File: config.mk
export PLATFORM = sky130hd
export DESIGN_NAME = dmem_arbiter_flat
export DESIGN_NICKNAME = d
export VERILOG_FILES = /design/src/rtl/dmem_pkg.sv /design/src/rtl/dmem_arbiter_if.sv /design/src/rtl/dmem_rr_picker.sv /design/src/rtl/dmem_arbiter.sv /design/src/flat_wrapper.sv
export SDC_FILE = /design/constraint.sdc
export NUM_CORES = 1
export LEC_CHECK = 0
export CORE_ASPECT_RATIO = 1.25
export CORE_MARGIN = 3
export CORE_UTILIZATION = 25
export DETAILED_ROUTE_END_ITERATION = 8
export HOLD_SLACK_MARGIN = 0.1
export PLACE_DENSITY = 0.57
export SYNTH_ARGS = -nofsm -noshare
export SYNTH_HDL_FRONTEND = slang
export SYNTH_SLANG_ARGS = --single-unit
File: constraint.sdc
create_clock -name clock -period 2.6 [get_ports clock]
set_input_delay 0.65 -clock clock [delete_from_list [all_inputs] [get_ports clock]]
set_output_delay 0.65 -clock clock [all_outputs]
set_load 0.05 [all_outputs]
File: src/rtl/dmem_pkg.sv
// Shared types and constants for the data-memory arbiter.
package dmem_pkg;

    typedef enum logic [1:0] {
        IDLE,
        ACCESS,
        RDWAIT,
        RESP
    } dmem_state_e;

    localparam logic PORT_MEM = 1'b0;
    localparam logic PORT_DBG = 1'b1;

    localparam int unsigned DMEM_ADDR_WIDTH = 16;
    localparam int unsigned DMEM_DATA_WIDTH = 16;
    localparam int unsigned DMEM_DEPTH      = 256;

endpackage

File: src/rtl/dmem_arbiter_if.sv
// Requester and memory-side signal bundle of the data-memory arbiter.
interface dmem_arbiter_if
    import dmem_pkg::*;
#(
    parameter int unsigned ADDR_WIDTH = DMEM_ADDR_WIDTH,
    parameter int unsigned DATA_WIDTH = DMEM_DATA_WIDTH
);

    logic                  req0;
    logic                  req1;
    logic                  we0;
    logic                  we1;
    logic [ADDR_WIDTH-1:0] addr0;
    logic [ADDR_WIDTH-1:0] addr1;
    logic [DATA_WIDTH-1:0] wdata0;
    logic [DATA_WIDTH-1:0] wdata1;
    logic                  ack0;
    logic                  ack1;
    logic [DATA_WIDTH-1:0] rdata0;
    logic [DATA_WIDTH-1:0] rdata1;
    logic                  err0;
    logic                  err1;
    logic [ADDR_WIDTH-1:0] mem_addr;
    logic [DATA_WIDTH-1:0] mem_wdata;
    logic                  mem_re;
    logic                  mem_we;
    logic [DATA_WIDTH-1:0] mem_rdata;
    logic                  busy;

    modport slave (
        input  req0, req1, we0, we1, addr0, addr1, wdata0, wdata1, mem_rdata,
        output ack0, ack1, rdata0, rdata1, err0, err1,
               mem_addr, mem_wdata, mem_re, mem_we, busy
    );

    modport master (
        output req0, req1, we0, we1, addr0, addr1, wdata0, wdata1, mem_rdata,
        input  ack0, ack1, rdata0, rdata1, err0, err1,
               mem_addr, mem_wdata, mem_re, mem_we, busy
    );

endinterface

File: src/rtl/dmem_rr_picker.sv
// Combinational two-way grant: round-robin on contention, or fixed priority to port 0.
module dmem_rr_picker
    import dmem_pkg::*;
#(
    parameter int unsigned PRIORITY_MODE = 0
) (
    input  logic req0_i,
    input  logic req1_i,
    input  logic prio_i,
    output logic gnt_valid_o,
    output logic gnt_port_o
);

    always_comb begin
        gnt_valid_o = req0_i | req1_i;
        gnt_port_o  = PORT_MEM;
        if (req0_i && req1_i) begin
            // prio_i names the port that was not served last
            gnt_port_o = (PRIORITY_MODE == 0) ? prio_i : PORT_MEM;
        end else if (req1_i) begin
            gnt_port_o = PORT_DBG;
        end
    end

endmodule

File: src/rtl/dmem_arbiter.sv
// Serialises MEM-stage and debug-port accesses onto a 256x16 memory with
// one-cycle registered read latency; returns a one-cycle ack per access.
module dmem_arbiter
    import dmem_pkg::*;
#(
    parameter int unsigned ADDR_WIDTH    = DMEM_ADDR_WIDTH,
    parameter int unsigned DATA_WIDTH    = DMEM_DATA_WIDTH,
    parameter int unsigned DEPTH         = DMEM_DEPTH,
    parameter int unsigned PRIORITY_MODE = 0
) (
    input logic           clock,
    input logic           reset_n,
    dmem_arbiter_if.slave bus
);

    localparam logic [ADDR_WIDTH:0] DEPTH_LIMIT = (ADDR_WIDTH + 1)'(DEPTH);

    dmem_state_e           state_q, state_d;
    logic                  prio_q, prio_d;
    logic                  port_q, port_d;
    logic                  we_q, we_d;
    logic [ADDR_WIDTH-1:0] mem_addr_q, mem_addr_d;
    logic [DATA_WIDTH-1:0] mem_wdata_q, mem_wdata_d;
    logic                  mem_re_q, mem_re_d;
    logic                  mem_we_q, mem_we_d;
    logic                  ack0_q, ack0_d, ack1_q, ack1_d;
    logic                  err0_q, err0_d, err1_q, err1_d;
    logic [DATA_WIDTH-1:0] rdata0_q, rdata0_d, rdata1_q, rdata1_d;
    logic                  busy_q, busy_d;

    logic                  gnt_valid;
    logic                  gnt_port;
    logic                  sel_we;
    logic [ADDR_WIDTH-1:0] sel_addr;
    logic [DATA_WIDTH-1:0] sel_wdata;
    logic                  in_range;
    logic                  resp_fire;
    logic                  resp_err;
    logic [DATA_WIDTH-1:0] resp_data;

    dmem_rr_picker #(
        .PRIORITY_MODE(PRIORITY_MODE)
    ) u_picker (
        .req0_i     (bus.req0),
        .req1_i     (bus.req1),
        .prio_i     (prio_q),
        .gnt_valid_o(gnt_valid),
        .gnt_port_o (gnt_port)
    );

    assign sel_we    = (gnt_port == PORT_DBG) ? bus.we1    : bus.we0;
    assign sel_addr  = (gnt_port == PORT_DBG) ? bus.addr1  : bus.addr0;
    assign sel_wdata = (gnt_port == PORT_DBG) ? bus.wdata1 : bus.wdata0;
    assign in_range  = ({1'b0, sel_addr} < DEPTH_LIMIT);

    always_comb begin
        state_d     = state_q;
        prio_d      = prio_q;
        port_d      = port_q;
        we_d        = we_q;
        mem_addr_d  = mem_addr_q;
        mem_wdata_d = mem_wdata_q;
        mem_re_d    = 1'b0;
        mem_we_d    = 1'b0;
        ack0_d      = 1'b0;
        ack1_d      = 1'b0;
        err0_d      = 1'b0;
        err1_d      = 1'b0;
        rdata0_d    = rdata0_q;
        rdata1_d    = rdata1_q;
        resp_fire   = 1'b0;
        resp_err    = 1'b0;
        resp_data   = '0;

        case (state_q)
            IDLE: begin
                if (gnt_valid) begin
                    port_d = gnt_port;
                    we_d   = sel_we;
                    prio_d = ~gnt_port;
                    if (!in_range) begin
                        resp_fire = 1'b1;
                        resp_err  = 1'b1;
                        state_d   = RESP;
                    end else begin
                        mem_addr_d  = sel_addr;
                        mem_wdata_d = sel_wdata;
                        mem_re_d    = ~sel_we;
                        mem_we_d    = sel_we;
                        state_d     = ACCESS;
                    end
                end
            end
            ACCESS: begin
                if (we_q) begin
                    resp_fire = 1'b1;
                    state_d   = RESP;
                end else begin
                    state_d = RDWAIT;
                end
            end
            RDWAIT: begin
                resp_fire = 1'b1;
                resp_data = bus.mem_rdata;
                state_d   = RESP;
            end
            RESP:    state_d = IDLE;
            default: state_d = IDLE;
        endcase

        // Response registers are loaded on the transition into RESP
        if (resp_fire) begin
            if (port_d == PORT_DBG) begin
                ack1_d   = 1'b1;
                err1_d   = resp_err;
                rdata1_d = resp_data;
            end else begin
                ack0_d   = 1'b1;
                err0_d   = resp_err;
                rdata0_d = resp_data;
            end
        end

        busy_d = (state_d != IDLE);
    end

    always_ff @(posedge clock) begin
        if (!reset_n) begin
            state_q     <= IDLE;
            prio_q      <= PORT_MEM;
            port_q      <= PORT_MEM;
            we_q        <= 1'b0;
            mem_addr_q  <= '0;
            mem_wdata_q <= '0;
            mem_re_q    <= 1'b0;
            mem_we_q    <= 1'b0;
            ack0_q      <= 1'b0;
            ack1_q      <= 1'b0;
            err0_q      <= 1'b0;
            err1_q      <= 1'b0;
            rdata0_q    <= '0;
            rdata1_q    <= '0;
            busy_q      <= 1'b0;
        end else begin
            state_q     <= state_d;
            prio_q      <= prio_d;
            port_q      <= port_d;
            we_q        <= we_d;
            mem_addr_q  <= mem_addr_d;
            mem_wdata_q <= mem_wdata_d;
            mem_re_q    <= mem_re_d;
            mem_we_q    <= mem_we_d;
            ack0_q      <= ack0_d;
            ack1_q      <= ack1_d;
            err0_q      <= err0_d;
            err1_q      <= err1_d;
            rdata0_q    <= rdata0_d;
            rdata1_q    <= rdata1_d;
            busy_q      <= busy_d;
        end
    end

    assign bus.ack0      = ack0_q;
    assign bus.ack1      = ack1_q;
    assign bus.err0      = err0_q;
    assign bus.err1      = err1_q;
    assign bus.rdata0    = rdata0_q;
    assign bus.rdata1    = rdata1_q;
    assign bus.mem_addr  = mem_addr_q;
    assign bus.mem_wdata = mem_wdata_q;
    assign bus.mem_re    = mem_re_q;
    assign bus.mem_we    = mem_we_q;
    assign bus.busy      = busy_q;

endmodule

File: src/flat_wrapper.sv
// flat-port wrapper written by rule: the top's interface ports become plain ports
module dmem_arbiter_flat import dmem_pkg::*;
#(
    parameter int unsigned ADDR_WIDTH    = DMEM_ADDR_WIDTH,
    parameter int unsigned DATA_WIDTH    = DMEM_DATA_WIDTH,
    parameter int unsigned DEPTH         = DMEM_DEPTH,
    parameter int unsigned PRIORITY_MODE = 0
)
  (clock, reset_n, bus_req0, bus_req1, bus_we0, bus_we1, bus_addr0, bus_addr1, bus_wdata0, bus_wdata1, bus_mem_rdata, bus_ack0, bus_ack1, bus_rdata0, bus_rdata1, bus_err0, bus_err1, bus_mem_addr, bus_mem_wdata, bus_mem_re, bus_mem_we, bus_busy);
  dmem_arbiter_if #(.ADDR_WIDTH(ADDR_WIDTH), .DATA_WIDTH(DATA_WIDTH)) bus_i ();
  input logic clock;
  input logic reset_n;
  input wire logic [$bits(bus_i.req0)-1:0] bus_req0;
  input wire logic [$bits(bus_i.req1)-1:0] bus_req1;
  input wire logic [$bits(bus_i.we0)-1:0] bus_we0;
  input wire logic [$bits(bus_i.we1)-1:0] bus_we1;
  input wire logic [$bits(bus_i.addr0)-1:0] bus_addr0;
  input wire logic [$bits(bus_i.addr1)-1:0] bus_addr1;
  input wire logic [$bits(bus_i.wdata0)-1:0] bus_wdata0;
  input wire logic [$bits(bus_i.wdata1)-1:0] bus_wdata1;
  input wire logic [$bits(bus_i.mem_rdata)-1:0] bus_mem_rdata;
  output wire logic [$bits(bus_i.ack0)-1:0] bus_ack0;
  output wire logic [$bits(bus_i.ack1)-1:0] bus_ack1;
  output wire logic [$bits(bus_i.rdata0)-1:0] bus_rdata0;
  output wire logic [$bits(bus_i.rdata1)-1:0] bus_rdata1;
  output wire logic [$bits(bus_i.err0)-1:0] bus_err0;
  output wire logic [$bits(bus_i.err1)-1:0] bus_err1;
  output wire logic [$bits(bus_i.mem_addr)-1:0] bus_mem_addr;
  output wire logic [$bits(bus_i.mem_wdata)-1:0] bus_mem_wdata;
  output wire logic [$bits(bus_i.mem_re)-1:0] bus_mem_re;
  output wire logic [$bits(bus_i.mem_we)-1:0] bus_mem_we;
  output wire logic [$bits(bus_i.busy)-1:0] bus_busy;
  assign bus_i.req0 = bus_req0;
  assign bus_i.req1 = bus_req1;
  assign bus_i.we0 = bus_we0;
  assign bus_i.we1 = bus_we1;
  assign bus_i.addr0 = bus_addr0;
  assign bus_i.addr1 = bus_addr1;
  assign bus_i.wdata0 = bus_wdata0;
  assign bus_i.wdata1 = bus_wdata1;
  assign bus_i.mem_rdata = bus_mem_rdata;
  assign bus_ack0 = bus_i.ack0;
  assign bus_ack1 = bus_i.ack1;
  assign bus_rdata0 = bus_i.rdata0;
  assign bus_rdata1 = bus_i.rdata1;
  assign bus_err0 = bus_i.err0;
  assign bus_err1 = bus_i.err1;
  assign bus_mem_addr = bus_i.mem_addr;
  assign bus_mem_wdata = bus_i.mem_wdata;
  assign bus_mem_re = bus_i.mem_re;
  assign bus_mem_we = bus_i.mem_we;
  assign bus_busy = bus_i.busy;
  dmem_arbiter #(.ADDR_WIDTH(ADDR_WIDTH), .DATA_WIDTH(DATA_WIDTH), .DEPTH(DEPTH), .PRIORITY_MODE(PRIORITY_MODE)) u_core (.clock(clock), .reset_n(reset_n), .bus(bus_i));
endmodule
# Word-level counts from Yosys, hierarchy flattened
# Index checks and enable logic that the tools add are counted.
op_classes:
  order_cmp: 1
  n_eq_ne: 3
  mux: 19
  n_bitwise: 6
  n_reduce_logical: 11
op_table:
  columns: ["op", "n"]
  rows:
  - ["2-to-1 mux 16 bit", 3]
  - ["less-than comparator 16 x 9 -> 1 bit (second input constant)", 1]
  - ["2-to-1 mux 1 bit", 12]
  - ["one-hot mux 2 bit (4 select lines)", 1]
  - ["AND reduction 2 bit", 4]
  - ["AND reduction 3 bit", 2]
  - ["inverter 1 bit", 5]
  - ["== test 2 bit (second input constant)", 2]
  - ["2-to-1 mux 2 bit", 2]
  - ["AND reduction 4 bit", 1]
  - ["one-hot mux 1 bit (3 select lines)", 1]
  - ["OR reduction 3 bit", 1]
  - ["== test 2 x 1 -> 1 bit (second input constant)", 1]
  - ["logical NOT 2 bit", 1]
  - ["nonzero test 2 bit", 1]
  - ["logical AND 1 bit", 1]
  - ["bitwise OR 1 bit", 1]
totals:
  register_bits: 76
  out_inout_bits: 71

# Logic depth before layout (Yosys ltp)
# Gate-level depths: netlist of run 1.
depth:
  depth_word: 9
  mapped_depth: 8
  depth_no_buf: 6

# Modules after synthesis
# Synthesis of run 1 repeated with hierarchy kept, for this count alone.
unflattened:
  cells_unflattened: 317
  hier_area_um2: 3214.3
modules_own_cells:
  columns: ["module", "instances", "cells_per_inst", "area_per_inst_um2"]
  rows:
  - ["dmem_arbiter", 1, 314, 3196.8]
  - ["dmem_rr_picker", 1, 3, 17.5]

# Worst setup path before layout of run 1
# No wires, ideal clock.
synth_path:
  path_type: "input port to flip-flop"
  startpoint: "in bus_addr1[10]"
  endpoint: "reg u_core.mem_addr_q[0], in the netlist u_core.bus.mem_addr[0]"
  setup_ns: 0.134
  t_arrival_ns: 2.343
  setup_slack_ns: 0.123
  cell_stages: 5
  path_buffers: 1
  cell_sequence: "or4_4 > or4_4 > a21oi_1 > buf_2 > a211oi_1"
synth_between:
  elab_chain_cells: 3
synth_rtl:
  columns: ["element", "line", "text"]
  rows:
  - ["start, declared", "flat_wrapper.sv:18", "input wire logic [$bits(bus_i.addr1)-1:0] bus_addr1;"]
  - ["2-to-1 mux 16 bit", "dmem_arbiter.sv:52", "assign sel_addr = (gnt_port == PORT_DBG) ? bus.addr1 : bus.addr0;"]
  - ["less-than comparator 16 x 9 -> 1 bit", "dmem_arbiter.sv:54", "assign in_range = ({1'b0, sel_addr} < DEPTH_LIMIT);"]
  - ["AND reduction 3 bit (no source line)", null, null]
  - ["end signal, assigned", "dmem_arbiter.sv:149", "mem_addr_q <= mem_addr_d;"]
  - ["end, declared", "dmem_arbiter.sv:22", "logic [ADDR_WIDTH-1:0] mem_addr_q, mem_addr_d;"]
# No other way between the ends.
# A chain may end at the register's enable or synchronous reset.

# Worst setup path in the final report of run 1
layout_path:
  startpoint: "in bus_addr1[10]"
  endpoint: "reg u_core.rdata1_q[0], in the netlist u_core.bus.rdata1[0]"
layout_between:
  elab_chain_cells: 6
layout_rtl:
  columns: ["element", "line", "text"]
  rows:
  - ["2-to-1 mux 16 bit", "dmem_arbiter.sv:52", null]
  - ["less-than comparator 16 x 9 -> 1 bit", "dmem_arbiter.sv:54", null]
  - ["2-to-1 mux 1 bit", "dmem_arbiter.sv:81", "if (!in_range) begin"]
  - ["2-to-1 mux 1 bit", "dmem_arbiter.sv:77", "if (gnt_valid) begin"]
  - ["one-hot mux 1 bit (3 select lines)", "dmem_arbiter.sv:75", "case (state_q)"]
  - ["AND reduction 2 bit (no source line)", null, null]
  - ["end signal, assigned", "dmem_arbiter.sv:158", "rdata1_q <= rdata1_d;"]
  - ["end, declared", "dmem_arbiter.sv:28", "logic [DATA_WIDTH-1:0] rdata0_q, rdata0_d, rdata1_q, rdata1_d;"]
# No other way between the ends.

==> results by group, run 1 <==
Status
  – Status: finished, final reports clean

Job
  – Max_cap viols: 0

Setup path
  – Worst path required time: 2860 ps
  – Crit-path max FO: 16
  – Worst Setup End Kind: register
  – Crit-path cells: clkdlybuf4s50_1 > or4_4 > or4_4 > a311oi_4 > buf_12 > o2bb2ai_1
  – Worst setup SP type: input pin
  – Worst path most repeated cell: or4_4
  – CP Class: in2reg
  – CP max stage delay: 540 ps
  – CP max stage cell: or4_4
  – WP data arrival: 2750 ps

CTS
  – CTS tree: done
  – H-tree depth: 3
  – # hold bufs at CTS: 0
  – Postcts setup bufs: 0
  – Clock buffer depth: 2
  – CTS resizes: 0
  – Clk_lat worst skew: 330 ps
  – CTS root buf: clkbuf_16
  – Num CTS Buffers: 9
  – CTS Sinks: 76
  – Worst-path clk slew: 60 ps

Power and ir drop
  – Net Sw Frac: 0.347
  – Combinational power share: 0.388
  – Pwr/cell area: 810 nW/um2
  – Total chip power: 4.69 mW
  – Switching power: 1.63 mW
  – Peak supply drop: 0.365 mV
  – Clock share of power: 0.310
  – Static Leakage: 2.24 nW
  – Sequential share of power: 0.302
  – Int Pwr: 3.06 mW

Worst hold path
  – Worst Hold Class: reg2reg

Detailed routing
  – Drt first pass iters: 4
  – Vias: 3274
  – DRC: 0
  – Wire per inst: 15.4 um
  – Via/cell ratio: 4.80
  – DRT iter0 DRCs: 116
  – Antenna-violating nets left: 0
  – Routed Wire Length: 10500 um

Synthesis
  – EDFF count, synth: 0
  – Async SR Flop Fraction: 0
  – Sequential element share of the synthesized area: 0.440
  – Netlist cell types: 41
  – #FFs+latches synth: 76
  – Syn_area_per_cell: 10.2 um2
  – Post-Syn Instances: 340
  – Synthesized area: 3460 um2
  – Syn nets: 431
  – Main flop type after synthesis: dfxtp_1
  – Yosys warns: 0

GRT
  – Grt total ovfl: 0
  – Vias in the first global route: 3276
  – GRT Total Usage: 0.135
  – Initial antenna violation count: 0
  – Largest net degree at the start of global routing: 26
  – First-pass GRT wire length: 17000 um

Final layout
  – Most frequent cells in the layout: clkdlybuf4s50_1 (156), dfxtp_1 (76), mux2i_1 (57)
  – Most common cell after layout, fill and taps aside: clkdlybuf4s50_1
  – Layout cell share with drive strength beyond 1: 0.0978
  – Nets@finish: 597
  – Final Cell Area: 5790 um2
  – ANT cells: 0
  – Area Growth Syn to Fin: 67.2%

Floorplan
  – Initial Utilization: 0.258
  – Core ar.: 13400 um2
  – I/O pin cnt: 157
  – Die area: 15300 um2
  – Die W: 111 um
  – Height of the chip: 138 um
  – Row Count: 47

STA
  – Worst-case clock skew: 5.03 ps
  – Setup TNS: 0 ps
  – Worst Tran Pin Value: 596 ps
  – Minimum clock period: 2490 ps
  – Final hold viol count: 0
  – Setup violations, final: 0
  – Final period utilization: 0.959
  – RSZ-0062 raised after global routing: no
  – Max_slew headroom: 0.603
  – Max-slew violations: 0
  – Peak Freq: 401 MHz
  – Smallest setup slack after layout: 107 ps

Placed design
  – RePlAce Congestion: 0.745
  – Placement Setup Slack: -232 ps
  – # port buffers: 156
  – DP Area: 5430 um2
  – Post-DP HPWL: 7980 um
-- cells by family after synthesis --
kind of cell	synth area share
buffers and inverters	0.0405
AO/OA/AOI/OAI	0.204
multiplexers	0.165
flip-flops	0.440
adder cells (fa/ha/maj)	0.0181
AND/OR/NAND/NOR	0.133
-- Yosys cell counts (5+ instances only) --
library cell   n  area (um2)
dfxtp_1       76        1520
mux2i_1       57         571
nor3_1        27         135
a211oi_1      25         188
a21oi_1       19        95.1
clkbuf_1      18        67.6
and2_1        17         106
o2bb2ai_1     16         140
o311ai_0      13         114
and3_1         9        56.3
buf_2          7        35.0
ha_1           5        62.6
inv_1          5        18.8
nand2_1        5        18.8
-- power groups by stage --
stage	clock network (mW)	logic (mW)	registers [mW]
6_report	1.45	1.82	1.42
5_1_grt	1.54	1.95	1.44
4_1_cts	1.49	1.84	1.42
3_5_place_dp	0	1.83	1.44
3_3_place_gp	0	1.80	1.44
2_1_floorplan	0	0.733	1.84
-- layer usage --
layer / track usage / wire [um]
met5: 0 / 0
met2: 0.236 / 5090
met3: 0.0316 / 596
met1: 0.158 / 4570
met4: 0.0615 / 238
-- through the flow --
| step | util | hold WS, ps | std cells |
|---|---|---|---|
| finish | 0.432 | 482 | 682 |
| global route | 0.432 | 493 | 682 |
| CTS | 0.432 | 482 | 682 |
| detailed placement | 0.405 | 468 | 666 |
| global placement | 0.405 | 465 | 666 |
| floorplan | - | 470 | 340 |
-- area by class of cell --
cell class	count	area [um2]
clock buffer	12	256
clock inverter	4	95.1
fill	1346	7620
inverter	6	22.5
multi-input combinational	231	1830
sequential	76	1520
tap	171	214
timing repair buffer	182	1840
-- flip-flops by register name, summed over array words and instances (netlist names) --
name and flops:
u_core.bus.ack0 1, u_core.bus.ack1 1, u_core.bus.busy 1, u_core.bus.err0 1
u_core.bus.err1 1, u_core.bus.mem_addr 16, u_core.bus.mem_re 1, u_core.bus.mem_wdata 16
u_core.bus.mem_we 1, u_core.bus.rdata0 16, u_core.bus.rdata1 16, u_core.port_q 1
u_core.prio_q 1, u_core.state_q 2, u_core.we_q 1
-- path summary, 6_finish.rpt --
path / from / end / slack (ps) / cells after the start
max: bus_addr1[10] / u_core.bus.rdata1[0] / 110 / 6
min: u_core.bus.mem_addr[12] / u_core.bus.mem_addr[12] / 480 / 1
max reg2reg: u_core.state_q[0] / u_core.bus.mem_addr[15] / 620 / 6
min reg2reg: u_core.bus.mem_addr[12] / u_core.bus.mem_addr[12] / 480 / 1
-- worst max-delay path, delay by kind of cell --
| kind | cells | cell delay [ps] |
|---|---|---|
| simple gates | 2 | 1070 |
| buf+inv | 2 | 590 |
| compound gates | 2 | 440 |
No activity file was read; power rests on OpenSTA's default activity.
==> run 2, diff against run 1 <==
--- a/config.mk
+++ b/config.mk
@@ -6,11 +6,11 @@
 export NUM_CORES = 1
 export LEC_CHECK = 0
 export CORE_ASPECT_RATIO = 1.25
-export CORE_MARGIN = 3
+export CORE_MARGIN = 8
 export CORE_UTILIZATION = 25
 export DETAILED_ROUTE_END_ITERATION = 8
 export HOLD_SLACK_MARGIN = 0.1
-export PLACE_DENSITY = 0.57
+export PLACE_DENSITY = 0.55
 export SYNTH_ARGS = -nofsm -noshare
 export SYNTH_HDL_FRONTEND = slang
 export SYNTH_SLANG_ARGS = --single-unit
==> constraint.sdc (replaced) <==
create_clock -name clock -period 2.7 [get_ports clock]
set_input_delay 0.675 -clock clock [delete_from_list [all_inputs] [get_ports clock]]
set_output_delay 0.675 -clock clock [all_outputs]
set_load 0.05 [all_outputs]
==> run 2 against run 1 <==
Against the previous run: clock skew fell by 0.63 ps; core utilization fell by 1.2 points; die area rose by 17%; highest routed layer unchanged; largest cell class is now multi-input gates; global-route usage fell by 0.69 points; worst setup slack improved by 44 ps; critical path type unchanged; combinational power fell by 4%; critical endpoint is now u_core.bus.rdata1[2]; sequential share of layout area rose by 0.18 points; sequential power fell by 4%; critical path depth did not move.
==> results by group, run 2 (synthesis results as in run 1) <==
GRT
  – Grt total ovfl: 0 (unchanged)
  – Met2 GRT Util: 0.225 (was 0.236)
  – Met1 Use GR: 0.138 (was 0.158)
  – Initial antenna violation count: 0 (unchanged)
  – Largest net degree at the start of global routing: 34 (was 26)
  – First-pass GRT wire length: 18300 um (was 17000 um)
  – GRT Total Usage: 0.128 (was 0.135)
  – Met3 Track Usage GR: 0.0458 (was 0.0316)
  – Vias in the first global route: 3465 (was 3276)
  – Gr busiest metal: met2 (unchanged)

Placed design
  – RePlAce Congestion: 0.765 (was 0.745)
  – Placement Setup Slack: -200 ps (was -232 ps)
  – Post-DP HPWL: 8730 um (was 7980 um)
  – # port buffers: 156 (unchanged)
  – DP Area: 5410 um2 (was 5430 um2)

Final layout
  – Most frequent cells in the layout: clkdlybuf4s50_1 (156), dfxtp_1 (76), mux2i_1 (57) (unchanged)
  – Fin util: 0.420 (was 0.432)
  – Layout cell share with drive strength beyond 1: 0.0925 (was 0.0978)
  – Most common cell after layout, fill and taps aside: clkdlybuf4s50_1 (unchanged)
  – Area Growth Syn to Fin: 66.0% (was 67.2%)
  – Nets@finish: 594 (was 597)
  – Final Cell Area: 5750 um2 (was 5790 um2)
  – ANT cells: 0 (unchanged)

Detailed routing
  – DRC: 0 (unchanged)
  – Vias: 3270 (was 3274)
  – Wire per inst: 16.8 um (was 15.4 um)
  – Routed Wire Length: 11500 um (was 10500 um)
  – DRT iter0 DRCs: 149 (was 116)
  – Drt first pass iters: 4 (unchanged)
  – Antenna-violating nets left: 0 (unchanged)
  – Via/cell ratio: 4.79 (was 4.80)

Floorplan
  – Row Count: 48 (was 47)
  – Initial Utilization: 0.253 (was 0.258)
  – Core ar.: 13700 um2 (was 13400 um2)
  – I/O pin cnt: 157 (unchanged)
  – Die area: 17900 um2 (was 15300 um2)
  – Die W: 121 um (was 111 um)
  – Height of the chip: 148 um (was 138 um)

Setup path
  – Worst Setup End Kind: register (unchanged)
  – Top delay family on crit path: simple AND/OR/NAND/NOR gates (unchanged)
  – WP data arrival: 2800 ps (was 2750 ps)
  – CP max stage delay: 540 ps (about the same)
  – Worst path buffer plus inverter count: 2 (unchanged)
  – Crit-path cells: clkdlybuf4s50_1 > or4_4 > or4_4 > a311oi_4 > buf_12 > o2bb2ai_1 (unchanged)
  – Worst path required time: 2950 ps (was 2860 ps)
  – Worst setup SP type: input pin (unchanged)
  – Worst path most repeated cell: or4_4 (unchanged)
  – CP Class: in2reg (unchanged)
  – CP max stage cell: or4_4 (unchanged)
  – Crit-path max FO: 16 (unchanged)

Status
  – Status: finished, final reports clean (unchanged)

CTS
  – Postcts setup bufs: 0 (unchanged)
  – Clk_lat worst skew: 320 ps (was 330 ps)
  – CTS resizes: 0 (unchanged)
  – CTS Sinks: 76 (unchanged)
  – # hold bufs at CTS: 0 (unchanged)
  – CTS root buf: clkbuf_16 (unchanged)
  – H-tree depth: 3 (unchanged)
  – Worst-path clk slew: 60 ps (about the same)
  – Clock buffer depth: 2 (unchanged)
  – CTS tree: done (unchanged)
  – Num CTS Buffers: 9 (unchanged)

STA
  – Worst Tran Pin Value: 580 ps (was 596 ps)
  – Max_slew headroom: 0.613 (was 0.603)
  – Smallest setup slack after layout: 151 ps (was 107 ps)
  – RSZ-0062 raised after global routing: no (unchanged)
  – Final hold viol count: 0 (unchanged)
  – Setup TNS: 0 ps (unchanged)
  – Setup violations, final: 0 (unchanged)
  – Minimum clock period: 2550 ps
  – Max-slew violations: 0 (unchanged)
  – Worst-case clock skew: 4.40 ps (was 5.03 ps)
  – Final period utilization: 0.944
  – Peak Freq: 392 MHz

Power and ir drop
  – Static Leakage: 2.21 nW (was 2.24 nW)
  – Pwr/cell area: 775 nW/um2 (was 810 nW/um2)
  – Peak supply drop: 0.357 mV (was 0.365 mV)

Job
  – Max_cap viols: 0 (unchanged)

Worst hold path
  – Worst Hold Class: reg2reg (unchanged)
-- run 2: changes by cell type in the layout (fill, tap and decap cells not counted), sizes merged --
cell	before	now
bufinv	3	2
buf	26	23
clkinvlp	0	1
clkinv	1	0
clkbuf	12	13
-- run 2: metal layers --
layer  vias to the layer above  share of wire  wire [um]
li1                       1628              -          -
met1                      1525           0.40       4560
met2                       105           0.51       5850
met3                        12          0.077        883
met4                         0          0.016        189
met5                         -              0          0
-- run 2: worst reg2reg max path, cell delays in order, from the launching register on --
cell and delay, ps:
dfxtp_1 360, inv_1 100, ha_1 260, and2_0 260, a221oi_4 370, buf_12 220, mux2i_1 220, o2bb2ai_1 90
-- run 2: final cells by class --
class | instances | area [um2]
clock buffers | 13 | 270
clock inverters | 3 | 67.6
fillers | 1361 | 7950
inverters | 6 | 22.5
multi-input cells | 231 | 1820
flip-flops and latches | 76 | 1520
well taps | 175 | 219
repair buffers | 179 | 1820
-- run 2: path summary, 6_finish.rpt --
kind                          startpoint                      to  slack [ps]  depth (start not counted)
hold / removal    u_core.bus.mem_addr[8]  u_core.bus.mem_addr[8]         480                          1
setup reg to reg       u_core.state_q[0]    u_core.bus.rdata1[4]         710                          7
setup / recovery           bus_addr1[10]    u_core.bus.rdata1[2]         150                          6
hold reg to reg   u_core.bus.mem_addr[8]  u_core.bus.mem_addr[8]         480                          1
-- run 2: per-stage QoR --
stage | std cells | hold WS [ps] | power (mW)
3_5_place_dp | 667 | 466 | 3.16
2_1_floorplan | 340 | 470 | 2.48
6_report | 683 | 483 | 4.45
5_1_grt | 683 | 494 | 4.68
3_3_place_gp | 667 | 466 | 3.14
4_1_cts | 683 | 483 | 4.51
-- run 2: report_power, final --
part	switching, mW	internal, mW
sequential	0.103	1.26
clock	0.450	0.886
combinational	1.02	0.734
==> run 3, diff against run 2 <==
--- a/config.mk
+++ b/config.mk
@@ -9,8 +9,9 @@
 export CORE_MARGIN = 8
 export CORE_UTILIZATION = 25
 export DETAILED_ROUTE_END_ITERATION = 8
-export HOLD_SLACK_MARGIN = 0.1
+export MAX_ROUTING_LAYER = met4
 export PLACE_DENSITY = 0.55
+export SKIP_CTS_REPAIR_TIMING = 1
 export SYNTH_ARGS = -nofsm -noshare
 export SYNTH_HDL_FRONTEND = slang
 export SYNTH_SLANG_ARGS = --single-unit
==> run 3 against run 2 <==
Against the previous run: sequential cell count stayed put; critical path type unchanged; total power hardly changed; sequential power hardly changed; core utilization stayed put; largest cell class unchanged; cell area stayed put; worst setup slack better by 2.3 ps; register-to-register slack hardly changed; largest power group unchanged; count of clock-buffer cells in the layout stayed put; wire length is 0.16% higher; via count is 0.24% higher; fmax hardly changed.
==> results by group, run 3 (synthesis results as in run 1) <==
Floorplan
  – Die W: 121 um (unchanged)
  – Die area: 17900 um2 (unchanged)
  – Height of the chip: 148 um (unchanged)
  – Row Count: 48 (unchanged)
  – Core ar.: 13700 um2 (unchanged)
  – Initial Utilization: 0.253 (unchanged)
  – I/O pin cnt: 157 (unchanged)

Power and ir drop
  – Pwr/cell area: 775 nW/um2 (about the same)
  – Clock share of power: 0.300 (about the same)
  – Peak supply drop: 0.356 mV (was 0.357 mV)
  – Int Pwr: 2.88 mW (about the same)
  – Static Leakage: 2.21 nW (unchanged)
  – Switching power: 1.57 mW (about the same)
  – Net Sw Frac: 0.353 (was 0.352)
  – Sequential share of power: 0.307 (about the same)
  – Combinational power share: 0.393 (about the same)

Setup path
  – Worst setup SP type: input pin (unchanged)
  – Worst path required time: 2950 ps (about the same)
  – CP Class: in2reg (unchanged)
  – Crit-path cells: clkdlybuf4s50_1 > or4_4 > or4_4 > a311oi_4 > buf_12 > o2bb2ai_1 (unchanged)
  – Crit-path max FO: 16 (unchanged)
  – CP max stage delay: 550 ps (was 540 ps)
  – CP max stage cell: or4_4 (unchanged)
  – Top delay family on crit path: simple AND/OR/NAND/NOR gates (unchanged)
  – Worst path buffer plus inverter count: 2 (unchanged)
  – Worst path most repeated cell: or4_4 (unchanged)
  – Worst Setup End Kind: register (unchanged)
  – WP data arrival: 2800 ps (about the same)

Worst hold path
  – Worst Hold Class: reg2reg (unchanged)

Final layout
  – Most common cell after layout, fill and taps aside: clkdlybuf4s50_1 (unchanged)
  – Nets@finish: 594 (unchanged)
  – Most frequent cells in the layout: clkdlybuf4s50_1 (156), dfxtp_1 (76), mux2i_1 (57) (unchanged)
  – Layout cell share with drive strength beyond 1: 0.0925 (unchanged)
  – ANT cells: 0 (unchanged)
  – Fin util: 0.420 (unchanged)
  – Fill count: 1361 (unchanged)
  – Area Growth Syn to Fin: 66.0% (unchanged)

Detailed routing
  – Routed Wire Length: 11500 um (about the same)
  – Antenna-violating nets left: 0 (unchanged)
  – Wire per inst: 16.8 um (about the same)
  – Via/cell ratio: 4.80 (was 4.79)
  – Drt first pass iters: 4 (unchanged)
  – DRC: 0 (unchanged)
  – DRT iter0 DRCs: 163 (was 149)
  – Vias: 3278 (was 3270)

STA
  – Max_slew headroom: 0.615 (was 0.613)
  – Max-slew violations: 0 (unchanged)
  – RSZ-0062 raised after global routing: no (unchanged)
  – Final hold viol count: 0 (unchanged)
  – Final period utilization: 0.943 (was 0.944)
  – Minimum clock period: 2550 ps (about the same)
  – Worst Tran Pin Value: 577 ps (was 580 ps)
  – Final Hold Slack: 483 ps (unchanged)
  – Peak Freq: 393 MHz (was 392 MHz)
  – Setup violations, final: 0 (unchanged)
  – Worst-case clock skew: 4.32 ps (was 4.40 ps)

Placed design
  – RePlAce Congestion: 0.774 (was 0.765)
  – # port buffers: 156 (unchanged)
  – Post-DP HPWL: 8730 um (unchanged)

GRT
  – First-pass GRT wire length: 18200 um (was 18300 um)
  – Initial antenna violation count: 0 (unchanged)
  – Grt total ovfl: 0 (unchanged)
  – Vias in the first global route: 3472 (was 3465)
  – Largest net degree at the start of global routing: 34 (unchanged)
  – GRT Total Usage: 0.132 (was 0.128)

CTS
  – Worst-path clk slew: 60 ps (about the same)
  – CTS tree: done (unchanged)
  – Clk_lat worst skew: 330 ps (was 320 ps)
  – CTS root buf: clkbuf_16 (unchanged)
  – CTS Sinks: 76 (unchanged)
  – Num CTS Buffers: 9 (unchanged)
  – H-tree depth: 3 (unchanged)
  – Clock buffer depth: 2 (unchanged)

Status
  – Status: finished, final reports clean (unchanged)

Job
  – Max_cap viols: 0 (unchanged)
run 3: cell counts in the layout (fill, tap and decap cells not counted):
No cell type changed its count.
run 3: worst paths after layout:
| path | slack (ps) | end | cells past startpoint | startpoint |
|---|---|---|---|---|
| worst max-delay path | 150 | u_core.bus.rdata1[2] | 6 | bus_addr1[10] |
| worst min-delay path | 480 | u_core.bus.mem_addr[8] | 1 | u_core.bus.mem_addr[8] |
| worst max register to register | 700 | u_core.bus.mem_addr[14] | 6 | u_core.state_q[0] |
| worst min register to register | 480 | u_core.bus.mem_addr[8] | 1 | u_core.bus.mem_addr[8] |
run 3: through the flow:
step | area [um2] | total power, mW | worst slack, ps | TNS [ps] | cells
2_1_floorplan | 3460 | 2.48 | 198 | 0 | 340
4_1_cts | 5750 | 4.51 | 151 | 0 | 683
3_5_place_dp | 5410 | 3.16 | -200 | -4720 | 667
5_1_grt | 5750 | 4.68 | 100 | 0 | 683
6_report | 5750 | 4.46 | 153 | 0 | 683
3_3_place_gp | 5410 | 3.14 | -142 | -3440 | 667
run 3: area by class of cell:
cell class                      count  area (um2)  share of cell area
Clock buffer                       13         270              0.0470
Clock inverter                      3        67.6              0.0118
Inverter                            6        22.5             0.00392
Multi-Input combinational cell    231        1820               0.317
Sequential cell                    76        1520               0.265
Tap cell                          175         219              0.0381
Timing Repair Buffer              179        1820               0.317
run 3: metal layers:
layer	up-vias	routed length (um)	global-route usage
li1	1626	-	-
met1	1533	4750	0.143
met2	104	5850	0.226
met3	15	702	0.0359
met4	0	198	0.0482
met5	-	0	-
run 3: power by group through the flow:
stage | combinational [mW] | clock [mW] | sequential [mW]
CTS | 1.78 | 1.37 | 1.37
global route | 1.87 | 1.42 | 1.39
finish | 1.75 | 1.34 | 1.37
detailed placement | 1.77 | 0 | 1.39
global placement | 1.75 | 0 | 1.39
floorplan | 0.706 | 0 | 1.77
==> patch 1, RTL diff (flow settings as in run 3) <==
`DMEM_DATA_WIDTH`: 16 -> 18.
--- a/src/rtl/dmem_pkg.sv
+++ b/src/rtl/dmem_pkg.sv
@@ -13,5 +13,5 @@
 
     localparam int unsigned DMEM_ADDR_WIDTH = 16;
-    localparam int unsigned DMEM_DATA_WIDTH = 16;
+    localparam int unsigned DMEM_DATA_WIDTH = 18;
     localparam int unsigned DMEM_DEPTH      = 256;
 
Ports: changed (6 resized); port bits go from 157 to 169. No check against the original RTL was run, so the function may have changed too.
==> patch 1 against run 3 <==
Sequential cell count rose by 6. Via count rose by 12%. Worst setup slack better by 0.053 ns. Cell count up 11%. Area after synthesis rose by 12%. Power is 4.7% higher. Largest power group unchanged. Design area grew 8.8%. Clock power decreased by 6%. Register-to-register slack lost 0.06 ns. Core utilization fell by 1.3 points. First-iteration DRC count is 23% higher. Wire length up 17%.
==> patch 1: results (changes against run 3) <==
status completed; WHS 0.470 ns (-0.0122 ns); PortBufs 168 (+7.7%); met2 Resource Use GR 21.5% (-1.2 points); Critical Path Sink u_core.bus.mem_addr[9]$_SDFFE_PN0P_; R2R setup slack 0.64 ns (-0.06 ns); RePlAce Congestion 0.783 (+1.1%); Cell Area, Placed 0.00595 mm2 (+9.9%); met1 GRT Util 15.8% (+1.5 points); Worst R2R End u_core.bus.mem_wdata[12]$_SDFFE_PN0P_; synthesized area per cell 10.4 um2 (+2.0%); WL met1 5.62 mm (+18%); Slew Limit Headroom 57.7% (-3.9 points); Detail Route met2 WL 6.04 mm (+3.2%); CP arrival 2.73 ns (-0.07 ns); met3 Use GR 5.51% (+1.9 points); Critical Path Fanout Max 10 (-6); final WL 13.5 mm (+17%); final setup skew 0.00708 ns (+0.00277 ns); Peak VDD IR 0.461 mV (+29%); vias in the first global route 3,779 (+8.8%); Hold EP u_core.bus.mem_wdata[15]$_SDFFE_PN0P_; Final WS setup 0.206 ns (+0.0531 ns); min-delay src u_core.bus.mem_wdata[15]$_SDFFE_PN0P_; Place WS -0.184 ns (+0.0161 ns); Layout Nets 636 (+7.1%); sequential area share after synthesis 42.3% (-1.7 points); post-DP HPWL 10.1 mm (+16%)
-- patch 1: report_power, final --
| part | switching, mW | internal (mW) |
|---|---|---|
| logic | 1.14 | 0.784 |
| registers | 0.113 | 1.36 |
| clock network | 0.519 | 0.744 |
-- patch 1: layout make-up --
cell class	instances	area (um2)
fillers	1530	9130
multi-input cells	250	2080
repair buffers	193	1940
flip-flops and latches	82	1640
well taps	212	265
clock buffers	10	239
clock inverters	6	65.1
inverters	3	11.3
-- patch 1: logic make-up (layout without fill, tap and decap cells) --
family | after synthesis | count (layout) | synth area share [%]
and+or+nand+nor | 81 | 81 | 12.9
DFF | 82 | 82 | 42.3
AOI/OAI and AO/OA | 101 | 101 | 21.8
muxes | 63 | 63 | 16.2
adders and majority gates | 5 | 5 | 1.61
buffers and inverters | 42 | 212 | 5.09
-- patch 1: worst max-delay path, stage by stage --
cell             delay (ns)
clkdlybuf4s50_1        0.40
or4_4                  0.53
buf_4                  0.15
nor4b_2                0.27
buf_4                  0.19
o21ai_1                0.23
and3_1                 0.28
==> patch 2, RTL diff (settings of run 3) <==
Made on the original files. Make the reset (`reset_n`) asynchronous in one clocked block.
--- a/src/rtl/dmem_arbiter.sv
+++ b/src/rtl/dmem_arbiter.sv
@@ -125,5 +125,5 @@
     end
 
-    always_ff @(posedge clock) begin
+    always_ff @(posedge clock or negedge reset_n) begin
         if (!reset_n) begin
             state_q     <= IDLE;
Behaviour: differs if reset_n is asserted again (counterexample within 4 cycles, from zero or initial values and one cycle with reset_n low); with reset_n held inactive, the same outputs for 10 cycles.
==> patch 2 against run 3 <==
Sequential cell count is the same. Via count shrank 15%. Critical endpoint is now u_core.bus.mem_addr[7]$_DFFE_PN0P_. Area after synthesis grew 4.1%. Sequential power grew 25%. Worst setup slack gained 0.085 ns. Clock skew grew 0.0013 ns. Design area grew 1.6%. Wire length shrank 12%. Maximum frequency grew 3.4%. Global-route usage shrank 1.7 points. Power grew 43%.
==> patch 2: results (changes against run 3) <==
Peak VDD IR 0.606 mV (+70%); Critical Path Sink u_core.bus.mem_addr[7]$_DFFE_PN0P_; Reg2Reg Depth 7 (+1); Worst R2R End u_core.bus.rdata0[6]$_DFFE_PN0P_; Layout Nets 563 (-5.2%); Routed WL per cell 15.5 um (-7.8%); Slew Limit Headroom 60.6% (-0.92 points); Synth top cells by count dfrtp_1 (76), inv_1 (35), o21ai_0 (34), mux2_2 (33), mux2i_1 (33); Place WS -0.114 ns (+0.0861 ns); Initial DRT Pass Iterations 2 (-2); Static Leak 2.66 nW (+20%); final WL 10.2 mm (-12%); Max stage delay cell, worst path or4_1; CP top delay family buffers and inverters; GRT Total Usage 11.5% (-1.7 points); Clock Power Share 21.8% (-8.2 points); crit path time final 2.46 ns (-0.0846 ns); Crit. Startpoint bus_addr0[9]; RePlAce Congestion 0.729 (-5.9%); RR Startpoint u_core.state_q[0]$_DFF_PN0_; CP max stage delay 0.52 ns (-0.03 ns); CP arrival 2.67 ns (-0.13 ns); fraction of layout cells with a size suffix above 1 13.4% (+4.2 points); R2R setup slack 0.75 ns (+0.05 ns); sequential area share after synthesis 52.8% (+8.8 points); Critical Path Fanout Max 27 (+11); top cells by area, synth dfrtp_1 (53%), mux2_2 (10%), mux2i_1 (9.2%); Hold Path Class in2async; share of flip-flops with an asynchronous set or reset 100% (+100 points); Via-to-Cell Ratio 4.25 (-11%); post-synth net total 400 (-7.2%); status completed
patch 2: logic make-up (layout without fill, tap and decap cells):
family | after synthesis | in the layout
fa+ha+maj | 5 | 5
simple gates | 52 | 52
buf+inv | 49 | 217
mux | 81 | 81
flops | 76 | 76
compound gates | 46 | 46
patch 2: metal layers:
metal | GRT usage [%] | routed length, um | vias to the layer above
li1 | - | - | 1365
met1 | 13.2 | 4390 | 1307
met2 | 18.7 | 4760 | 106
met3 | 3.64 | 924 | 7
met4 | 3.62 | 101 | 0
met5 | - | 0 | -
patch 2: how the worst min path moves through the flow:
| stage | slack [ns] | startpoint | end | cells after the start |
|---|---|---|---|---|
| 6_report | 0.37 | reset_n | u_core.bus.mem_addr[15]$_DFFE_PN0P_ | 2 |
| 5_1_grt | 0.37 | reset_n | u_core.bus.mem_addr[0]$_DFFE_PN0P_ | 2 |
| 3_3_place_gp | 0.47 | u_core.bus.mem_wdata[10]$_DFFE_PN0P_ | u_core.bus.mem_wdata[10]$_DFFE_PN0P_ | 1 |
| 2_1_floorplan | 0.38 | reset_n | u_core.bus.ack0$_DFF_PN0_ | 0 |
| 4_1_cts | 0.37 | reset_n | u_core.bus.mem_addr[0]$_DFFE_PN0P_ | 2 |
| 3_5_place_dp | 0.48 | u_core.bus.mem_wdata[5]$_DFFE_PN0P_ | u_core.bus.mem_wdata[5]$_DFFE_PN0P_ | 1 |
patch 2: layout make-up:
type	count	area (um2)
Sequential cell	76	1900
Fill cell	1399	8380
Tap cell	178	223
Timing Repair Buffer	166	1710
Multi-Input combinational cell	184	1530
Inverter	35	131
Clock inverter	7	123
Clock buffer	9	225
